File: src/rtl/loran_pkg.sv
`default_nettype none
// ============================================================================
// Module      : loran_pkg
// Description : Shared types and constants for the LORAN pulse generator.
// Revision    : 1.0  initial release
// ============================================================================
package loran_pkg;

  typedef enum logic [1:0] {
    ST_IDLE  = 2'd0,
    ST_RUN   = 2'd1,
    ST_DRAIN = 2'd2
  } state_t;

  localparam logic [1:0] GRI_A = 2'b00;
  localparam logic [1:0] GRI_B = 2'b11;

  // Phase codes, bit k = pulse k, 1 = '-'. Slave codes leave bit 8 at 0.
  localparam logic [8:0] PHASE_MASTER_A = 9'b010101100;
  localparam logic [8:0] PHASE_MASTER_B = 9'b100000110;
  localparam logic [8:0] PHASE_SLAVE_A  = 9'b001100000;
  localparam logic [8:0] PHASE_SLAVE_B  = 9'b011001010;

  localparam logic [3:0] MASTER_PULSES = 4'd9;
  localparam logic [3:0] SLAVE_PULSES  = 4'd8;

endpackage
`default_nettype wire

File: src/rtl/loran_phase_code.sv
`default_nettype none
// ============================================================================
// Module      : loran_phase_code
// Description : Combinational lookup of the phase bit for one pulse.
// Revision    : 1.0  initial release
// ============================================================================
module loran_phase_code
  import loran_pkg::*;
(
  input  logic       i_mxy,
  input  logic [1:0] i_gri_cycle,
  input  logic [3:0] i_pulse_index,
  output logic       o_phase
);

  logic [8:0] w_code;

  always_comb begin
    w_code  = PHASE_SLAVE_A;
    o_phase = 1'b0;
    if (i_mxy) begin
      w_code = (i_gri_cycle == GRI_B) ? PHASE_MASTER_B : PHASE_MASTER_A;
    end else begin
      w_code = (i_gri_cycle == GRI_B) ? PHASE_SLAVE_B : PHASE_SLAVE_A;
    end
    if (i_pulse_index <= 4'd8) begin
      o_phase = w_code[i_pulse_index];
    end
  end

endmodule
`default_nettype wire

File: src/rtl/loran_pulse_gen.sv
`default_nettype none
// ============================================================================
// Module      : loran_pulse_gen
// Description : LORAN GRI sequencer emitting phase-coded pulse strobes.
// Revision    : 1.0  initial release
// ============================================================================
module loran_pulse_gen
  import loran_pkg::*;
#(
  parameter int GRI_LEN       = 60000,
  parameter int PULSE_SPACING = 1000
) (
  input  logic       sys_clk,
  input  logic       sys_rst,
  input  logic       enable,
  input  logic       gri_mxy,
  output logic       gri_data_valid,
  output logic       pulse_valid,
  output logic [3:0] pulse_index,
  output logic       pulse_phase,
  output logic [1:0] gri_cycle,
  output logic       gri_done
);

  localparam logic [15:0] c_cyc_last  = 16'(GRI_LEN - 1);
  localparam logic [15:0] c_slot_last = 16'(PULSE_SPACING - 1);
  localparam logic [3:0]  c_slot_stop = MASTER_PULSES + 4'd1;

  state_t      r_state, w_nxt_state;
  logic [15:0] r_cyc_cnt, w_nxt_cyc;
  logic [15:0] r_slot_cnt, w_nxt_slot_cnt;
  logic [3:0]  r_slot_num, w_nxt_slot_num;
  logic        r_mxy, w_nxt_mxy;
  logic [1:0]  r_gri_cycle, w_nxt_cycle;
  logic        w_nxt_active, w_nxt_hit, w_nxt_phase;
  logic [3:0]  w_nxt_index;

  logic        r_gri_data_valid, r_pulse_valid, r_pulse_phase, r_gri_done;
  logic [3:0]  r_pulse_index;

  always_comb begin
    w_nxt_state    = r_state;
    w_nxt_cyc      = r_cyc_cnt;
    w_nxt_slot_cnt = r_slot_cnt;
    w_nxt_slot_num = r_slot_num;
    w_nxt_mxy      = r_mxy;
    w_nxt_cycle    = r_gri_cycle;
    case (r_state)
      ST_IDLE: begin
        if (enable) begin
          w_nxt_state    = ST_RUN;
          w_nxt_cyc      = 16'd0;
          w_nxt_slot_cnt = 16'd0;
          w_nxt_slot_num = 4'd0;
          w_nxt_cycle    = GRI_A;
          w_nxt_mxy      = gri_mxy;
        end
      end
      default: begin
        if (r_cyc_cnt == c_cyc_last) begin
          w_nxt_cyc      = 16'd0;
          w_nxt_slot_cnt = 16'd0;
          w_nxt_slot_num = 4'd0;
          if (enable) begin
            w_nxt_state = ST_RUN;
            w_nxt_cycle = (r_gri_cycle == GRI_A) ? GRI_B : GRI_A;
            w_nxt_mxy   = gri_mxy;
          end else begin
            w_nxt_state = ST_IDLE;
          end
        end else begin
          // Mid-GRI the FSM only tracks whether enable is still held.
          w_nxt_state = enable ? ST_RUN : ST_DRAIN;
          w_nxt_cyc   = r_cyc_cnt + 16'd1;
          if (r_slot_cnt == c_slot_last) begin
            w_nxt_slot_cnt = 16'd0;
            if (r_slot_num != c_slot_stop) begin
              w_nxt_slot_num = r_slot_num + 4'd1;
            end
          end else begin
            w_nxt_slot_cnt = r_slot_cnt + 16'd1;
          end
        end
      end
    endcase
  end

  // Outputs are registered from next-state values so they line up with cyc_cnt.
  assign w_nxt_active = (w_nxt_state != ST_IDLE);
  assign w_nxt_hit    = w_nxt_active && (w_nxt_slot_cnt == 16'd0) &&
                        ((w_nxt_slot_num < SLAVE_PULSES) ||
                         (w_nxt_mxy && (w_nxt_slot_num == MASTER_PULSES)));
  assign w_nxt_index  = (w_nxt_slot_num < SLAVE_PULSES) ? w_nxt_slot_num : SLAVE_PULSES;

  loran_phase_code u_phase_code (
    .i_mxy         (w_nxt_mxy),
    .i_gri_cycle   (w_nxt_cycle),
    .i_pulse_index (w_nxt_index),
    .o_phase       (w_nxt_phase)
  );

  always_ff @(posedge sys_clk or posedge sys_rst) begin
    if (sys_rst) begin
      r_state          <= ST_IDLE;
      r_cyc_cnt        <= 16'd0;
      r_slot_cnt       <= 16'd0;
      r_slot_num       <= 4'd0;
      r_mxy            <= 1'b0;
      r_gri_cycle      <= GRI_A;
      r_gri_data_valid <= 1'b0;
      r_pulse_valid    <= 1'b0;
      r_pulse_index    <= 4'd0;
      r_pulse_phase    <= 1'b0;
      r_gri_done       <= 1'b0;
    end else begin
      r_state          <= w_nxt_state;
      r_cyc_cnt        <= w_nxt_cyc;
      r_slot_cnt       <= w_nxt_slot_cnt;
      r_slot_num       <= w_nxt_slot_num;
      r_mxy            <= w_nxt_mxy;
      r_gri_cycle      <= w_nxt_cycle;
      r_gri_data_valid <= w_nxt_active && (w_nxt_cyc != c_cyc_last);
      r_gri_done       <= w_nxt_active && (w_nxt_cyc == c_cyc_last);
      r_pulse_valid    <= w_nxt_hit;
      if (w_nxt_hit) begin
        r_pulse_index <= w_nxt_index;
        r_pulse_phase <= w_nxt_phase;
      end
    end
  end

  assign gri_data_valid = r_gri_data_valid;
  assign pulse_valid    = r_pulse_valid;
  assign pulse_index    = r_pulse_index;
  assign pulse_phase    = r_pulse_phase;
  assign gri_cycle      = r_gri_cycle;
  assign gri_done       = r_gri_done;

endmodule
`default_nettype wire
File: config.mk
export PLATFORM = sky130hd
export DESIGN_NAME = loran_pulse_gen
export DESIGN_NICKNAME = d
export VERILOG_FILES = /design/src/rtl/loran_pkg.sv /design/src/rtl/loran_phase_code.sv /design/src/rtl/loran_pulse_gen.sv
export SDC_FILE = /design/constraint.sdc
export NUM_CORES = 1
export LEC_CHECK = 0
export BUFFER_PORTS_ARGS = -buffer_cell sky130_fd_sc_hd__buf_2
export CAP_MARGIN = 0
export CORE_MARGIN = 10
export CORE_UTILIZATION = 53
export CTS_BUF_LIST = sky130_fd_sc_hd__clkbuf_2
export DETAILED_ROUTE_END_ITERATION = 10
export PLACE_DENSITY = 0.81
export REMOVE_ABC_BUFFERS = 1
export SLEW_MARGIN = 30
export SYNTH_ARGS = -nofsm -noshare
export SYNTH_HDL_FRONTEND = slang
export SYNTH_SLANG_ARGS = --single-unit
File: constraint.sdc
create_clock -name sys_clk -period 5.15 [get_ports sys_clk]
set_input_delay 0.7725 -clock sys_clk [delete_from_list [all_inputs] [get_ports sys_clk]]
set_output_delay 0.7725 -clock sys_clk [all_outputs]
set_load 0.01 [all_outputs]
# == Word level (Yosys, flattened, before mapping) ==
# Index checks and enable logic that the tools add are counted.
# W data, S select, Z words.
# totals
wordCells,66
latchBits,0
register_bits,49
mem_count,0
ram_bits,0
mem_bits_ro,0
output_inout_bits,10
# classes
n_mul,0
n_addsub,3
eq_ne,7
div,0
n_lt_le_gt_ge,3
n_shift,0
n_reduce_logical,10
n_mux,32
bitwise_logic,0
# op_table
cell,count
$mux W16,7
$add A16 B1 Y16 const B,2
$eq A16 B16 Y1 const B,2
$mux W4,6
$mux W2,9
$mux W9,2
$eq A16 B10 Y1 const B,1
$logic_not A16 Y1,1
$ne A16 B16 Y1 const B,1
$mux W8,1
$mux W1,6
$logic_and A1 B1 Y1,5
$lt A4 B5 Y1 const B,1
$add A4 B1 Y4 const B,1
$bmux W1 S4,1
$eq A4 B4 Y1 const B,1
$le A4 B4 Y1 const B,1
$logic_not A2 Y1,2
$lt A4 B4 Y1 const B,1
$ne A4 B4 Y1 const B,1
$eq A2 B2 Y1 const B,1
$reduce_bool A2 Y1,1
$logic_or A1 B1 Y1,1

# == Logic depth before layout (Yosys ltp) ==
# Gate-level depths: netlist of the first run.
# logic_depth
depth_word,11
mapped_depth,11
depth_no_buf,11

# == Hierarchy ==
# From an unflattened synthesis of the first run, not the netlist that was laid out.
# unflattened
hier_cells,337
area_unflattened_um2,2965.3
# by_module_without_submodules
mod,seq_area_each_um2,cells_each,area_each_um2,instances
loran_pulse_gen,1226.2,325,2891.5,1
loran_phase_code,0.0,12,73.8,1

# == Worst setup path after synthesis of the first run ==
# No wires, ideal clock.
# synth_path
path_kind,reg2reg
start,reg r_cyc_cnt[7]
end,"reg r_pulse_index[0], in the netlist pulse_index[0]"
path_buffers,2
arrival_time_ns,2.783
slack_ns,2.242
setup_ns,0.125
stages_incl_launch_ff,10
period_less_slack_ns,2.908
path_cell_list,dfrtp_1 -> buf_6 -> or4b_4 -> nor4_4 -> buf_6 -> nor4_2 -> a211o_4 -> o41ai_2 -> nand4_2 -> mux2_2
# synth_via
elab_chain_len,7
word_cells_on_any_way,18
cone_classes,order compare (1); eq/ne (2); mux (9); reduce/logical (6)
# synth_lines
element,line,text
start: declaration,loran_pulse_gen.sv:30,"logic [15:0] r_cyc_cnt, w_nxt_cyc;"
start signal: assignment,loran_pulse_gen.sv:117,r_cyc_cnt <= w_nxt_cyc;
$eq A16 B16 Y1 *,loran_pulse_gen.sv:60,if (r_cyc_cnt == c_cyc_last) begin
$mux W4 *,loran_pulse_gen.sv:60,
$mux W4 *,loran_pulse_gen.sv:48,case (r_state)
net w_nxt_slot_num[2],loran_pulse_gen.sv:32,"logic [3:0] r_slot_num, w_nxt_slot_num;"
branches (longest 4 deep; another with $lt A4 B4 Y1),n/a,
end signal: assignment,loran_pulse_gen.sv:126,r_pulse_index <= w_nxt_index;
end: declaration,loran_pulse_gen.sv:39,logic [3:0] r_pulse_index;
# Mark *: on every way through the listed nets, which the timed path passes.
# A chain may end at the register's enable or synchronous reset.

# == Final worst setup path of the first run ==
# layout_path
start,reg r_cyc_cnt[0]
end,"reg r_pulse_index[3], in the netlist pulse_index[3]"
# layout_via
elab_chain_len,7
word_cells_on_any_way,18
cone_classes,order compare (1); eq/ne (2); mux (9); reduce/logical (6)
# layout_lines
element,line
$eq A16 B16 Y1 *,loran_pulse_gen.sv:60
branches (longest 6 deep; another with $lt A4 B4 Y1),n/a
# Mark *: on every way between the ends.

==> run metrics, run 1 <==
antenna violations before repair=0; Initial DRC Count=402; Fill cells=about 500; First-pass DRT Iterations=5; vias per cell=between 6 and 7; Comb pwr share=0.213; worst r2r path cells=9; root buffer cell=clkbuf_2; Tcrit/Tclk final=0.7143; starting density of the core=0.5465; Clock Tree Buf Depth=2; worst slew pin tran=~900 ps; total track usage=0.1595; WL final=about 7000 microns; FMAX=around 270 MHz; Yosys top cell area share=0.4050; slowest CP cell=nor4_4; maximum fanout along the worst path=15; path length in cells of the critical path=9; met1 Use GR=0.2249; mean post-synth cell area=roughly 8.4 sq um; die area=slightly above 9000 sq um; vias after detailed routing=~2800; insertion delay to the later sink of the worst-skew pair=roughly 460 ps; sequential area share after synthesis=0.4050; grt peak-use layer=met2; clock share of power=0.281; CP bufs+invs=0; Top Ports=14; endpoints failing hold=0; die width=between 90 and 100 microns; hold buffers post-CTS=0; launching point of the worst reg2reg path=r_cyc_cnt[0]; pre-CTS setup slack=about 1500 ps; setup TNS=0 ps; total core area=around 5500 sq um; GR Util met2=0.2336; Worst-path clk slew=about 260 ps; wire length per cell=about 16 microns; sw frac=0.3193; YS warnings=0; Layout Area Growth over Synthesis=5.661%; Nets=366; RSZ-0062 raised after global routing=false; Inst Count DP=around 420; async set or reset register ratio after synthesis=1.000; R2R Setup Slk=around 1500 ps; max incr delay on CP=between 700 and 800 ps; Worst R2R End=pulse_index[3]; postcts setup bufs=0; MaxCap Viol Count=0; VDD IR max=around 0.00018 V; grt ovf=0; post_cts resized=0; Required @ worst endpoint=5530 ps; drt drc=0; Psw=approximately 300 uW; Min Clock Period, post-route=3679 ps; vias in the first global route=around 2500; H-tree Lvls=2; Post-Syn Instances=between 300 and 400; Cell Pwr Density=290.6 nW/um^2; number of I/O port buffers=13; first-pass GRT wire length=11940 microns; Critical Path Sink Type=flip-flop; Rows=27; fin. max-slew vios=0; register share of total power=0.506; pin count of the biggest net entering global routing=50; slew margin rel.=0.3970; skew final=18.65 ps; Final setup viols=0; cell-internal power=roughly 630 uW; status=complete, no violations; Startpoint Class=flip-flop; GP Congestion=0.9203; Hold/Removal Path Class=input port to async pin; Die H=around 96 microns; Primary FF master, synth=dfrtp_1; ant diodes=0; cell area after synthesis=between 3000 and 4000 sq um; CP Capture Point=pulse_index[3]; CP Launch Point=r_cyc_cnt[0]; fin worst setup slack=between 1000 and 1500 ps; WS Path Type=flip-flop to flip-flop; met3 Track Usage GR=0.02592; area leader, netlist=dfrtp_1; Post-DRT Antenna Nets=0; Clock Sinks=about 50; CP delay by family, top=simple AND/OR/NAND/NOR gates; CP Data Arrival Time=4060 ps; number of synthesized register bits=between 40 and 50; Synth area leaders=dfrtp_1, o21ai_0, nand2_1; final cell count without fillers=~430; share of cells above drive strength 1=0.1114; DP HPWL=~4800 microns; Netlist cell types=between 50 and 60; Post-synth EDFFs=0; CTS tree=built; Leakage=approximately 1.3 nW; CTS Buf Count=5; critical path cell sequence=ha_1 -> nand4_1 -> nor4_4 -> or3_1 -> a31oi_1 -> o21a_1 -> nor4b_1 -> nand4_2 -> mux2_2
==> metal layers <==
metal / up-vias / wire length [microns] / part of all wire
met1: 1323 / 3354 / 0.48
met2: 108 / 3139 / 0.45
li1: 1315 / - / -
met4: 0 / 167 / 0.024
met5: - / 0 / 0
met3: 20 / 364 / 0.052
==> through the flow <==
stage	area, sq um	hold slack [ps]	utilization	power, mW
3_3_place_gp	3107	488.3	0.5608	0.6648
6_report	3199	328.5	0.5775	0.9296
5_1_grt	3199	362.6	0.5775	0.9779
4_1_cts	3199	369.3	0.5775	0.9277
3_5_place_dp	3109	501.4	0.5612	0.6703
2_1_floorplan	2917	488.0	-	0.6107
==> cell usage after synthesis, types with 3 or more instances <==
library cell,count
nor4b_1,3
o41ai_1,3
mux2_2,4
nand2_1,44
nand4_1,10
and3_1,5
a21oi_1,16
nor4_1,5
o22ai_1,4
and4_1,3
ha_1,4
dfrtp_1,49
inv_1,13
clkbuf_1,21
a31oi_1,6
xnor2_1,6
o31ai_1,6
o21ai_0,40
a211oi_1,3
or3_1,3
a22o_1,4
and2_1,3
o211ai_1,3
nand3_1,19
nor2_1,26
nor3_1,13
xor2_1,4
==> cell type report <==
cell class / instances / area, sq um / share of cell area
Sequential cell: 49 / 1226 / 0.3833
Tap cell: 72 / 90.09 / 0.02816
Timing Repair Buffer: 17 / 95.09 / 0.02972
Clock inverter: 3 / 65.06 / 0.02034
Inverter: 13 / 51.30 / 0.01603
Multi-Input combinational cell: 272 / 1647 / 0.5147
Clock buffer: 5 / 25.02 / 0.007822
==> power by group through the flow <==
| stage | combinational (mW) | clock (mW) | sequential (mW) |
|---|---|---|---|
| floorplan | 0.143 | 0 | 0.468 |
| global placement | 0.192 | 0 | 0.473 |
| detailed placement | 0.195 | 0 | 0.475 |
| CTS | 0.196 | 0.264 | 0.468 |
| global route | 0.223 | 0.278 | 0.476 |
| finish | 0.198 | 0.261 | 0.470 |
==> cell families after synthesis <==
kind of cell,count (synthesis),synth area share
buffers and inverters,38,0.05289
AND/OR/NAND/NOR,154,0.2711
adder cells (fa/ha/maj),4,0.01653
flip-flops,49,0.4050
AO/OA/AOI/OAI,98,0.2041
XOR/XNOR,10,0.02892
multiplexers,6,0.02149
==> worst min-delay path by stage <==
stage | from | to | slack [ps] | cells past startpoint
after floorplan | r_cyc_cnt[13] | r_cyc_cnt[13] | 490 | 1
after global placement | pulse_index[0] | pulse_index[0] | 490 | 1
after detailed placement | pulse_index[1] | pulse_index[1] | 500 | 1
after CTS | sys_rst | r_cyc_cnt[12] | 370 | 2
after global routing | sys_rst | r_slot_cnt[14] | 360 | 2
final | sys_rst | r_cyc_cnt[12] | 330 | 2
==> sequential cells by signal, indices dropped and copies added, names as in the netlist <==
| register | flops |
|---|---|
| r_cyc_cnt | 16 |
| r_slot_cnt | 16 |
| pulse_index | 4 |
| r_slot_num | 4 |
| gri_cycle | 2 |
| r_state | 2 |
| gri_data_valid | 1 |
| gri_done | 1 |
| pulse_phase | 1 |
| pulse_valid | 1 |
| r_mxy | 1 |
==> cell usage in the layout, fill, tap and decap left out, drive strengths merged, types with 4 or more instances in the layout <==
| cell type | instances |
|---|---|
| a21oi | 16 |
| a22o | 4 |
| a31oi | 6 |
| and2 | 4 |
| and3 | 5 |
| buf | 17 |
| clkbuf | 5 |
| dfrtp | 49 |
| ha | 4 |
| inv | 13 |
| mux2 | 4 |
| nand2 | 44 |
| nand3 | 19 |
| nand4 | 11 |
| nor2 | 27 |
| nor3 | 13 |
| nor4 | 7 |
| o21ai | 40 |
| o22ai | 4 |
| o31ai | 6 |
| o41ai | 4 |
| xnor2 | 6 |
| xor2 | 4 |
Power figures use the tool's default switching activity.
==> inputs of run 2 (changes only) <==
Clock period 5.15 ns to 3.4 ns, I/O delays scaled along.
==> run metrics, run 2 (synthesized netlist as in run 1, its figures left out) <==
H-tree Lvls=2 (unchanged); launching point of the worst reg2reg path=r_cyc_cnt[11]; endpoints failing hold=0 (unchanged); post_cts resized=0 (unchanged); Worst-path clk slew=250 ps (about the same); MaxCap Viol Count=0 (unchanged); grt ovf=0 (unchanged); Critical Path Sink Type=flip-flop; Worst R2R End=pulse_index[2]; Cell Pwr Density=395.7 nW/um^2 (+36%); CP bufs+invs=2 (+2); Top Ports=14 (unchanged); CP Data Arrival Time=3590 ps (-470 ps); status=complete, no violations; maximum fanout along the worst path=11 (-4); Layout Area Growth over Synthesis=8.058%; vias per cell=6.421 (about the same); CP delay by family, top=simple AND/OR/NAND/NOR gates; Initial DRC Count=362 (-10%); skew final=14.46 ps (-4.190 ps); Hold/Removal Path Class=input port to async pin; WS Path Type=flip-flop to flip-flop; ant diodes=0 (unchanged); first-pass GRT wire length=13020 microns (+9.0%); R2R Setup Slk=160 ps (-1310 ps); slew margin rel.=0.5246 (+0.1276); CP Launch Point=r_cyc_cnt[11]; FMAX=309.1 MHz (+14%); slowest CP cell=dfrtp_1; Top Registers=r_cyc_cnt x16, r_slot_cnt x16; Tcrit/Tclk final=0.9515 (+0.2372); vias in the first global route=2671 (+5.8%); Die H=95.59 microns (unchanged); total track usage=0.1740 (+0.01457); most common cell after layout, fill and taps aside=dfrtp_1; Final setup viols=0 (unchanged); worst slew pin tran=712.3 ps (-187.3 ps); Clock Tree Buf Depth=2 (unchanged); Min Clock Period, post-route=3235 ps (-443.5 ps); Rows=27 (unchanged); pin count of the biggest net entering global routing=50 (unchanged); CP Capture Point=pulse_index[2]; CTS tree=built; VDD IR max=0.0002240 V (+24%); starting density of the core=0.5465 (unchanged); fin util=0.5906 (+0.01310); drt drc=0 (unchanged); Clock Sinks=49 (unchanged); Leakage=1.378 nW (+4.4%); cell area after layout=3272 sq um (+2.3%); WL final=7673 microns (+9.2%); die width=95.59 microns (unchanged); die area=9136 sq um (unchanged); number of I/O port buffers=13 (unchanged); path length in cells of the critical path=9 (unchanged); Startpoint Class=flip-flop; Required @ worst endpoint=3760 ps (-1770 ps); GP Congestion=0.9090 (-1.2%); fin. max-slew vios=0 (unchanged); share of cells above drive strength 1=0.1493 (+0.03791); CTS Buf Count=5 (unchanged); wire length per cell=17.17 microns (+5.3%); root buffer cell=clkbuf_2; total core area=5540 sq um (unchanged); DP Area=3229 sq um (+3.9%); commonest non-fill, non-tap cells in the layout=dfrtp_1, nand2_1, o21ai_0; DP HPWL=5519 microns (+14%); Nets=382 (+4.4%); Post-DRT Antenna Nets=0 (unchanged); setup TNS=0 ps (unchanged); vias after detailed routing=2870 (+3.8%); antenna violations before repair=0 (unchanged); postcts setup bufs=0 (unchanged); hold buffers post-CTS=0 (unchanged); RSZ-0062 raised after global routing=false; worst r2r path cells=9 (unchanged); critical path cell sequence=or4bb_1 -> nor4_4 -> buf_4 -> o41ai_1 -> a21oi_1 -> inv_1 -> o41ai_2 -> nand4_2 -> mux2_2; First-pass DRT Iterations=6 (+1); insertion delay to the later sink of the worst-skew pair=440 ps (-20 ps); max incr delay on CP=580 ps (-170 ps)
run 2: cell types whose count changed in the layout (fill, tap and decap cells not counted), sizes merged:
| cell | before | now |
|---|---|---|
| clkinvlp | 0 | 1 |
| bufinv | 2 | 0 |
| clkinv | 1 | 2 |
| buf | 17 | 33 |
run 2: worst min path at each step:
stage / from / endpoint
after global placement: pulse_index[1] / pulse_index[1]
after CTS: sys_rst / r_slot_cnt[7]
after global routing: sys_rst / r_slot_cnt[7]
final: sys_rst / r_slot_cnt[7]
after floorplan: r_cyc_cnt[13] / r_cyc_cnt[13]
after detailed placement: pulse_index[0] / pulse_index[0]
run 2: worst register-to-register path: cells and delay by family (launching register included):
kind	cells	cell delay, ps
flip-flops	1	580
AND/OR/NAND/NOR	3	1060
AO/OA/AOI/OAI	3	780
multiplexers	1	340
buffers and inverters	2	390
run 2: cell type report:
cell class              instances  area, sq um
fillers                       511         2268
multi-input cells             272         1647
flip-flops and latches         49         1226
repair buffers                 33        215.2
well taps                      72        90.09
inverters                      13        51.30
clock buffers                   5        25.02
clock inverters                 3        17.52
run 2: per-stage QoR:
step	total power, mW	hold WS (ps)	worst slack [ps]	std cells
floorplan	0.9251	488.0	-193.1	334
global placement	1.043	488.4	334.2	439
detailed placement	1.053	491.9	250.1	439
CTS	1.294	125.5	208.4	447
global route	1.377	101.1	16.20	447
finish	1.295	90.31	164.8	447
run 2: power breakdown:
group | total [mW] | leakage (nW) | internal, mW | switching, mW
combinational | 0.345 | 0.688 | 0.146 | 0.200
sequential | 0.708 | 0.662 | 0.641 | 0.0675
clock | 0.241 | 0.0287 | 0.0479 | 0.193
run 2: metal layers:
metal	vias up	track usage	share of wire	wire length, microns
met5	-	0	0	0
met2	121	0.2726	0.47	3596
met1	1384	0.2385	0.45	3489
li1	1349	-	-	-
met3	16	0.02200	0.059	450
met4	0	0.06757	0.018	136
